===== config.mk =====
export PLATFORM = sky130hd
export DESIGN_NAME = ee201_pb_step_counter_flat
export DESIGN_NICKNAME = d
export VERILOG_FILES = /design/src/rtl/ee201_pb_step_counter_if.sv /design/src/rtl/ee201_pb_step_counter.sv /design/src/flat_wrapper.sv
export SDC_FILE = /design/constraint.sdc
export NUM_CORES = 1
export LEC_CHECK = 0
export CORE_UTILIZATION = 45
export DETAILED_ROUTE_END_ITERATION = 6
export PLACE_DENSITY = 0.68
export SYNTH_ARGS = -nofsm -noshare
export SYNTH_HDL_FRONTEND = slang
export SYNTH_SLANG_ARGS = --single-unit

===== constraint.sdc =====
create_clock -name CLK -period 4.6 [get_ports CLK]
set_clock_uncertainty 0.1 [all_clocks]
set_input_delay 1.38 -clock CLK [delete_from_list [all_inputs] [get_ports CLK]]
set_output_delay 1.38 -clock CLK [all_outputs]
set_load 0.02 [all_outputs]

===== src/rtl/ee201_pb_step_counter_if.sv =====
// Button/value bundle between the two debouncers,
// the step counter and the value consumer.
interface ee201_pb_step_counter_if #(
  parameter int WIDTH = 4
);
  logic             UP_DPB;
  logic             UP_SCEN;
  logic             UP_MCEN;
  logic             DN_DPB;
  logic             DN_SCEN;
  logic             DN_MCEN;
  logic [WIDTH-1:0] VALUE;
  logic             LIMIT;
  logic             LOCKED;

  modport master (
    output UP_DPB, UP_SCEN, UP_MCEN,
    output DN_DPB, DN_SCEN, DN_MCEN,
    input  VALUE, LIMIT, LOCKED
  );

  modport slave (
    input  UP_DPB, UP_SCEN, UP_MCEN,
    input  DN_DPB, DN_SCEN, DN_MCEN,
    output VALUE, LIMIT, LOCKED
  );
endinterface


===== src/rtl/ee201_pb_step_counter.sv =====
// Bounded up/down value register driven by two debounced buttons,
// with auto-repeat, accelerated repeat and two-button lockout.
module ee201_pb_step_counter #(
  parameter int WIDTH     = 4,
  parameter int MAX_VAL   = 9,
  parameter int ACCEL_N   = 4,
  parameter int FAST_STEP = 3,
  parameter bit WRAP      = 1'b1
) (
  input logic CLK,
  input logic RESET,
  ee201_pb_step_counter_if.slave bus
);
  localparam int RW = $clog2(ACCEL_N + 1);
  localparam int AW = WIDTH + 1;
  localparam logic [AW-1:0] MAXV = AW'(MAX_VAL);
  localparam logic [AW-1:0] SPAN = AW'(MAX_VAL + 1);
  localparam logic [AW-1:0] FAST = AW'(FAST_STEP);
  localparam logic [RW-1:0] RMAX = RW'(ACCEL_N);

  typedef enum logic [1:0] {
    S_IDLE,
    S_UP,
    S_DN,
    S_LOCK
  } state_t;

  state_t           state;
  state_t           state_nx;
  logic [RW-1:0]    rcnt;
  logic [RW-1:0]    rcnt_eff;
  logic [RW-1:0]    rcnt_nx;
  logic             up_step;
  logic             dn_step;
  logic             up_go;
  logic             dn_go;
  logic             clr;
  logic [AW-1:0]    v;
  logic [AW-1:0]    s;
  logic [AW-1:0]    sum;
  logic [AW-1:0]    dif;
  logic [WIDTH-1:0] value_nx;
  logic             limit_nx;

  assign up_step = bus.UP_SCEN | bus.UP_MCEN;
  assign dn_step = bus.DN_SCEN | bus.DN_MCEN;

  // Opposite button's level blocks the entry cycle before LOCK is registered
  assign up_go = up_step & ~dn_step & ~bus.DN_DPB
               & (state != S_LOCK);
  assign dn_go = dn_step & ~up_step & ~bus.UP_DPB
               & (state != S_LOCK);

  assign clr = (state == S_IDLE) | (state == S_LOCK)
             | bus.UP_SCEN | bus.DN_SCEN;
  assign rcnt_eff = clr ? '0 : rcnt;
  assign s   = (rcnt_eff < RMAX) ? AW'(1) : FAST;
  assign v   = {1'b0, bus.VALUE};
  assign sum = v + s;
  assign dif = v + SPAN - s;

  always_comb begin
    state_nx = state;
    if (state == S_LOCK) begin
      if (!bus.UP_DPB && !bus.DN_DPB) state_nx = S_IDLE;
    end else begin
      unique case (1'b1)
        bus.UP_DPB &  bus.DN_DPB: state_nx = S_LOCK;
        bus.UP_DPB & ~bus.DN_DPB: state_nx = S_UP;
        ~bus.UP_DPB & bus.DN_DPB: state_nx = S_DN;
        default:                  state_nx = S_IDLE;
      endcase
    end
  end

  always_comb begin
    value_nx = bus.VALUE;
    limit_nx = 1'b0;
    rcnt_nx  = rcnt_eff;
    if (up_go || dn_go) begin
      if (rcnt_eff != RMAX) rcnt_nx = rcnt_eff + 1'b1;
    end
    if (up_go) begin
      if (sum <= MAXV) begin
        value_nx = WIDTH'(sum);
      end else begin
        limit_nx = 1'b1;
        value_nx = WRAP ? WIDTH'(sum - SPAN) : WIDTH'(MAXV);
      end
    end else if (dn_go) begin
      if (s <= v) begin
        value_nx = WIDTH'(v - s);
      end else begin
        limit_nx = 1'b1;
        value_nx = WRAP ? WIDTH'(dif) : '0;
      end
    end
  end

  always_ff @(posedge CLK) begin
    if (RESET) begin
      state     <= S_IDLE;
      rcnt      <= '0;
      bus.VALUE <= '0;
      bus.LIMIT <= 1'b0;
    end else begin
      state     <= state_nx;
      rcnt      <= rcnt_nx;
      bus.VALUE <= value_nx;
      bus.LIMIT <= limit_nx;
    end
  end

  assign bus.LOCKED = (state == S_LOCK);
endmodule


===== src/flat_wrapper.sv =====
// flat-port wrapper written by rule: the top's interface ports become plain ports
module ee201_pb_step_counter_flat 
#(
  parameter int WIDTH     = 4,
  parameter int MAX_VAL   = 9,
  parameter int ACCEL_N   = 4,
  parameter int FAST_STEP = 3,
  parameter bit WRAP      = 1'b1
)
  (CLK, RESET, bus_UP_DPB, bus_UP_SCEN, bus_UP_MCEN, bus_DN_DPB, bus_DN_SCEN, bus_DN_MCEN, bus_VALUE, bus_LIMIT, bus_LOCKED);
  ee201_pb_step_counter_if #(.WIDTH(WIDTH)) bus_i ();
  input logic CLK;
  input logic RESET;
  input wire logic [$bits(bus_i.UP_DPB)-1:0] bus_UP_DPB;
  input wire logic [$bits(bus_i.UP_SCEN)-1:0] bus_UP_SCEN;
  input wire logic [$bits(bus_i.UP_MCEN)-1:0] bus_UP_MCEN;
  input wire logic [$bits(bus_i.DN_DPB)-1:0] bus_DN_DPB;
  input wire logic [$bits(bus_i.DN_SCEN)-1:0] bus_DN_SCEN;
  input wire logic [$bits(bus_i.DN_MCEN)-1:0] bus_DN_MCEN;
  output wire logic [$bits(bus_i.VALUE)-1:0] bus_VALUE;
  output wire logic [$bits(bus_i.LIMIT)-1:0] bus_LIMIT;
  output wire logic [$bits(bus_i.LOCKED)-1:0] bus_LOCKED;
  assign bus_i.UP_DPB = bus_UP_DPB;
  assign bus_i.UP_SCEN = bus_UP_SCEN;
  assign bus_i.UP_MCEN = bus_UP_MCEN;
  assign bus_i.DN_DPB = bus_DN_DPB;
  assign bus_i.DN_SCEN = bus_DN_SCEN;
  assign bus_i.DN_MCEN = bus_DN_MCEN;
  assign bus_VALUE = bus_i.VALUE;
  assign bus_LIMIT = bus_i.LIMIT;
  assign bus_LOCKED = bus_i.LOCKED;
  ee201_pb_step_counter #(.WIDTH(WIDTH), .MAX_VAL(MAX_VAL), .ACCEL_N(ACCEL_N), .FAST_STEP(FAST_STEP), .WRAP(WRAP)) u_core (.CLK(CLK), .RESET(RESET), .bus(bus_i));
endmodule

* After elaboration in Yosys (flattened, before gate mapping)
Index checks and enable logic that the tools add are counted.
** Storage, ports and cells
- Register bits :: 10
- Bits of input ports :: 8
- Output and inout bits :: 6
- Word-level logic and storage cells :: 56
** Cells by class
- Add/subtract/negate cells :: 6
- $lt $le $gt $ge :: 3
- Eq/ne operators :: 4
- Mux-type cells :: 15
- Bitwise logic cells :: 18
- Reductions and logical operators :: 6
** Operator list (count)
- $mux 4 :: 4
- $and 1x1->1 :: 9
- $mux 3 :: 3
- $sub 4x4->4 :: 2
- $mux 2 :: 3
- $pmux 2 s3 :: 1
- $add 4x2->5 :: 1
- $le 5x4->1 :: 1
- $le 5x4->1 const B :: 1
- $or 1x1->1 :: 5
- $add 4x4->4 const B :: 1
- $mux 1 :: 4
- $not 1->1 :: 4
- $sub 4x4->4 const B :: 1
- $add 3x1->3 const B :: 1
- $lt 3x3->1 const B :: 1
- $ne 3x3->1 const B :: 1
- $eq 2x2->1 const B :: 1
- $logic_not 1->1 :: 2
- $logic_not 2->1 :: 1
- $ne 2x1->1 const B :: 1
- $ne 2x2->1 const B :: 1
- $reduce_bool 2->1 :: 1
- $logic_and 1x1->1 :: 1
- $logic_or 1x1->1 :: 1

* Logic depth before layout (Yosys ltp)
- Depth after elaboration :: 11
- Depth in mapped cells :: 14
- Gate-level depth less buffers :: 14

* Worst setup path before layout
No wires, ideal clock.
- Kind :: input to register
- Start point :: input port bus_UP_SCEN
- End point :: register u_core.bus.VALUE[3]
- Setup time :: 138 ps
- Data arrival time :: 3524 ps
- Required time :: 4362 ps
- Setup slack :: 838 ps
- Stages :: 13
- Buffers on the path :: 0
- Cells stage by stage :: nor3b_1 > nand2_1 > inv_1 > ha_1 > inv_1 > ha_1 > inv_1 > fa_1 > xor2_1 > nor2_1 > mux2_2 > o21ai_0 > a21oi_1
** On the way
- Word-level cells in the longest chain between the ends :: 9
- Elaborated cells between the ends (all ways) :: 24
- Classes of those cells :: add/sub: 4; order compare: 3; mux: 6; bitwise: 10; reduce/logical: 1
** Ends and longest elaborated chain
- from (decl) :: RTL line flat_wrapper.sv:15 : input wire logic [$bits(bus_i.UP_SCEN)-1:0] bus_UP_SCEN;
- $or 1x1->1 (2 in a row) :: RTL line ee201_pb_step_counter.sv:55 : | bus.UP_SCEN | bus.DN_SCEN;
- $mux 3 :: RTL line ee201_pb_step_counter.sv:56 : assign rcnt_eff = clr ? '0 : rcnt;
- $lt 3x3->1 :: RTL line ee201_pb_step_counter.sv:57 : assign s = (rcnt_eff < RMAX) ? AW'(1) : FAST;
- $mux 2 :: RTL line ee201_pb_step_counter.sv:57
- $add 4x2->5, or another cell as far along :: RTL line ee201_pb_step_counter.sv:59 : assign sum = v + s;
- $sub 4x4->4, or another cell as far along :: RTL line ee201_pb_step_counter.sv:88 : value_nx = WRAP ? WIDTH'(sum - SPAN) : WIDTH'(MAXV);
- $mux 4, on equally long branches :: RTL line ee201_pb_step_counter.sv:84, ee201_pb_step_counter.sv:90
- $mux 4 :: RTL line ee201_pb_step_counter.sv:83 : if (up_go) begin
- to (signal assigned) :: RTL line ee201_pb_step_counter.sv:109 : bus.VALUE <= value_nx;
- to (decl) :: RTL line ee201_pb_step_counter_if.sv:25 : output VALUE, LIMIT, LOCKED
Parallel ways exist; a longest one is shown, timed or not. The select of a mux whose other input is x is not followed.
A chain may end at the register's enable or synchronous reset.

* Final worst setup path
Ends and elaborated chain as after synthesis.

==> summary.txt <==
Route
  – First-pass DRT Iterations: 4
  – # DRC: 0
  – Vias: 769
  – Drt wl/cell: between 10 and 15 um
  – Routed Antenna Nets: 0
  – DRT Wirelength: 1730 um
  – Initial DRC Count: 6
  – Via/cell ratio: 5.13

Worst setup path
  – CP top delay family: adder cells
  – Crit Path Category: in -> reg
  – Crit path cell chain: clkdlybuf4s50_1 > nor3b_1 > nand2_1 > inv_1 > ha_1 > inv_1 > ha_1 > inv_1 > fa_1 > xor2_1 > nor2_1 > mux2_2 > o21ai_0 > a21oi_1
  – Crit path depth: 14
  – Startpoint class of the critical path: primary input
  – CP dominant cell by count: inv_1
  – CP Buf/Inv Count: 4
  – Max Fanout on Critical Path: 4
  – WP data required: between 4 and 5 ns
  – R2r worst-path depth: 14
  – CP peak stage delay: around 0.45 ns
  – Slowest CP cell: clkdlybuf4s50_1
  – Crit path from: bus_UP_SCEN
  – Worst Path Arrival: ~4.1 ns
  – Setup crit end kind: flip-flop
  – Reg2reg start: u_core.state[0]

Floorplan
  – Die area: 2300 um2
  – Starting Density: roughly 48%
  – Die width: 47.9 um
  – Die Y: 47.9 um
  – IO Pins: 14
  – Core area: about 2000 um2
  – Rows: 16

Place
  – Buffers on Ports: 13
  – DP Cell Count: 147
  – DP Area: about 1100 um2
  – Placer Congestion: 0.810
  – Hpwl dp: 1400 um

Finish
  – Ant. Diodes: 0
  – Fillcell total: approximately 190
  – Area growth syn-to-layout: 19.7%
  – Finished Core Util: between 50 and 60%
  – Share of cells above drive strength 1: approximately 14%
  – Nets: 146
  – Final Non-Filler Cells: 150
  – Cell area after layout: 1130 um2

Timing
  – WHS: 0.421 ns
  – Final Max Slew Viols: 0
  – RSZ-0062 raised after global routing: false
  – Normalized max-slew margin: about three fifths
  – Max Freq: about 240 MHz
  – Final setup fails: 0
  – Setup TNS: 0 ns
  – Crit share post-route: 89.5%
  – Final Hold Vio Count: 0
  – Worst-margin pin slew: between 0.5 and 0.6 ns
  – Final critical-path required period: between 4 and 5 ns

Hold path
  – HP Class: reg -> reg
  – Hold Crit Start: u_core.state[0]
  – WHS Path Cells: 2

Clocking
  – Root buffer cell: clkbuf_4
  – Clock sink count: 10
  – CTS tree: built
  – CTS clk-pin slew, worst paths: about 0.06 ns
  – Number of gates resized after cts: 0
  – Clk_lat worst skew: roughly 0.26 ns
  – Clock buffer depth: 2
  – CTS H-tree lvls: 1
  – TritonCTS buffer count: 3
  – Post-CTS Hold Fix Bufs: 0
  – Number of post-CTS setup repair buffers: 0

Pwr
  – Power Density: about 220 nW/um2
  – Logic pwr share: between 30 and 40%
  – Switching pwr: slightly above 0.00008 W
  – Sequential share of power: between 40% and 50%
  – Peak supply drop: around 210 uV
  – Sw frac: about a third
  – Clock power share: around a quarter
  – Leak: ~0.48 nW
  – P_int: between 0.00015 and 0.0002 W

Flow run
  – Max-cap violations: 0

Logic synthesis
  – Yosys top cell by area: dfxtp_1
  – Synth warnings: 0
  – Mux cell area share after synthesis: 4.49%
  – Main area contributors after synthesis: dfxtp_1, ha_1, fa_1, inv_1, nor2_1
  – Share of flip-flops with an asynchronous set or reset: 0%
  – Synth Cell Area: 948 um2
  – Synthesized flop and latch total: 10
  – Largest family of logic cells by synthesized area: simple AND/OR/NAND/NOR gates
  – Synth top cells by count: dfxtp_1, ha_1, inv_1, nor2_1, nand2_1
  – Yosys top cell area share: roughly a fifth
  – Post-synth EDFFs: 0
  – Average cell area after synthesis: approximately 8.9 um2
  – Compound-gate portion of the synthesized area: between 20 and 25%
  – Count of cell types in the netlist: 38
  – Post-synthesis xor/xnor area fraction: around 5.5%
  – Synth Area in Adders: between 10% and 20%
  – Register area share after synthesis: 21.1%
  – Ys flop type: dfxtp_1
  – Synth Instances: between 100 and 150
  – Post-synthesis simple-gate area fraction: roughly a quarter
  – Synthesized Nets: ~130

GRT
  – GRT Total Usage: approximately 17%
  – First-pass GRT wire length: roughly 2600 um
  – Vias in the first global route: about 600
  – Antenna violations before repair: 0
  – Largest net degree at the start of global routing: 15
  – Total grt overflow: 0

Status
  – Run status: complete, no violations
## registers in the layout (all words and copies together), names as in the netlist
| name | cells |
|---|---|
| u_core.state | 2 |
| u_core.rcnt | 3 |
| u_core.bus.LIMIT | 1 |
| u_core.bus.VALUE | 4 |
## kinds of logic after synthesis
| group | after synthesis |
|---|---|
| AND/OR/NAND/NOR | 39 |
| multiplexers | 4 |
| buffers and inverters | 12 |
| XOR/XNOR | 6 |
| flip-flops | 10 |
| adder cells (fa/ha/maj) | 13 |
| AO/OA/AOI/OAI | 23 |
## cell type report
| cell class | instances | area (um2) | share of cell area (%) |
|---|---|---|---|
| repair buffers | 15 | 145 | 12.8 |
| well taps | 27 | 33.8 | 2.98 |
| multi-input cells | 85 | 696 | 61.3 |
| flip-flops and latches | 10 | 200 | 17.6 |
| clock buffers | 3 | 22.5 | 1.98 |
| inverters | 10 | 37.5 | 3.31 |
## final timing paths
check	slack [ns]	endpoint
max	0.48	u_core.bus.VALUE[3]
min	0.42	u_core.state[0]
max reg2reg	1.50	u_core.bus.VALUE[3]
min reg2reg	0.42	u_core.state[0]
## per-stage QoR
| step | power (W) | setup WS, ns |
|---|---|---|
| floorplan | 0.000167 | 0.838 |
| global placement | 0.000191 | 0.232 |
| detailed placement | 0.000192 | 0.195 |
| CTS | 0.000251 | 0.458 |
| global route | 0.000266 | 0.296 |
| finish | 0.000249 | 0.484 |
## cell usage in the layout (no fill, tap or decap)
cell             Yosys  layout
or2b_4               1       1
a31oi_2              1       1
o2bb2ai_1            1       1
fa_1                 3       3
o221ai_1             1       1
or2_4                1       1
and2_2               1       1
nand2b_1             1       1
a21oi_2              1       1
nor3b_1              1       1
a21oi_1              6       6
a21o_1               1       1
o211ai_1             2       2
buf_4                2       2
clkbuf_4             0       3
ha_1                10      10
xor2_1               2       2
nor2b_1              5       5
xnor2_1              4       4
clkdlybuf4s50_1      0      13
nor3_1               3       3
nand2_1              9       9
a31oi_1              1       1
o21ai_0              2       2
and2_1               1       1
o21bai_1             1       1
mux2i_1              2       2
mux2_2               2       2
nor4_2               1       1
a311oi_2             1       1
nor4_4               1       1
nand3_1              3       3
inv_1               10      10
a211oi_1             2       2
nor2_1              10      10
o311a_1              1       1
nand3b_1             1       1
a2111oi_4            1       1
dfxtp_1             10      10
a41o_2               1       1
## worst min-delay path: cells and delay by family (launching register included)
family           cells  cell delay [ns]
DFF                  1             0.31
and+or+nand+nor      2             0.16
## metal layers
metal,up-vias,routed length (um),global-route usage (%)
met5,-,0,0
met4,0,0,3.33
met3,0,40,6.79
met2,8,772,23.5
met1,352,916,24.2
li1,409,-,-
## power by group through the flow
stage / Clock (W) / Sequential (W) / Combinational [W]
2_1_floorplan: 0 / 0.000103 / 0.0000641
3_5_place_dp: 0 / 0.000103 / 0.0000897
6_report: 0.0000585 / 0.000101 / 0.0000896
5_1_grt: 0.0000658 / 0.000102 / 0.0000989
3_3_place_gp: 0 / 0.000103 / 0.0000884
4_1_cts: 0.0000601 / 0.000101 / 0.0000899
No activity file was read; power rests on OpenSTA's default activity.
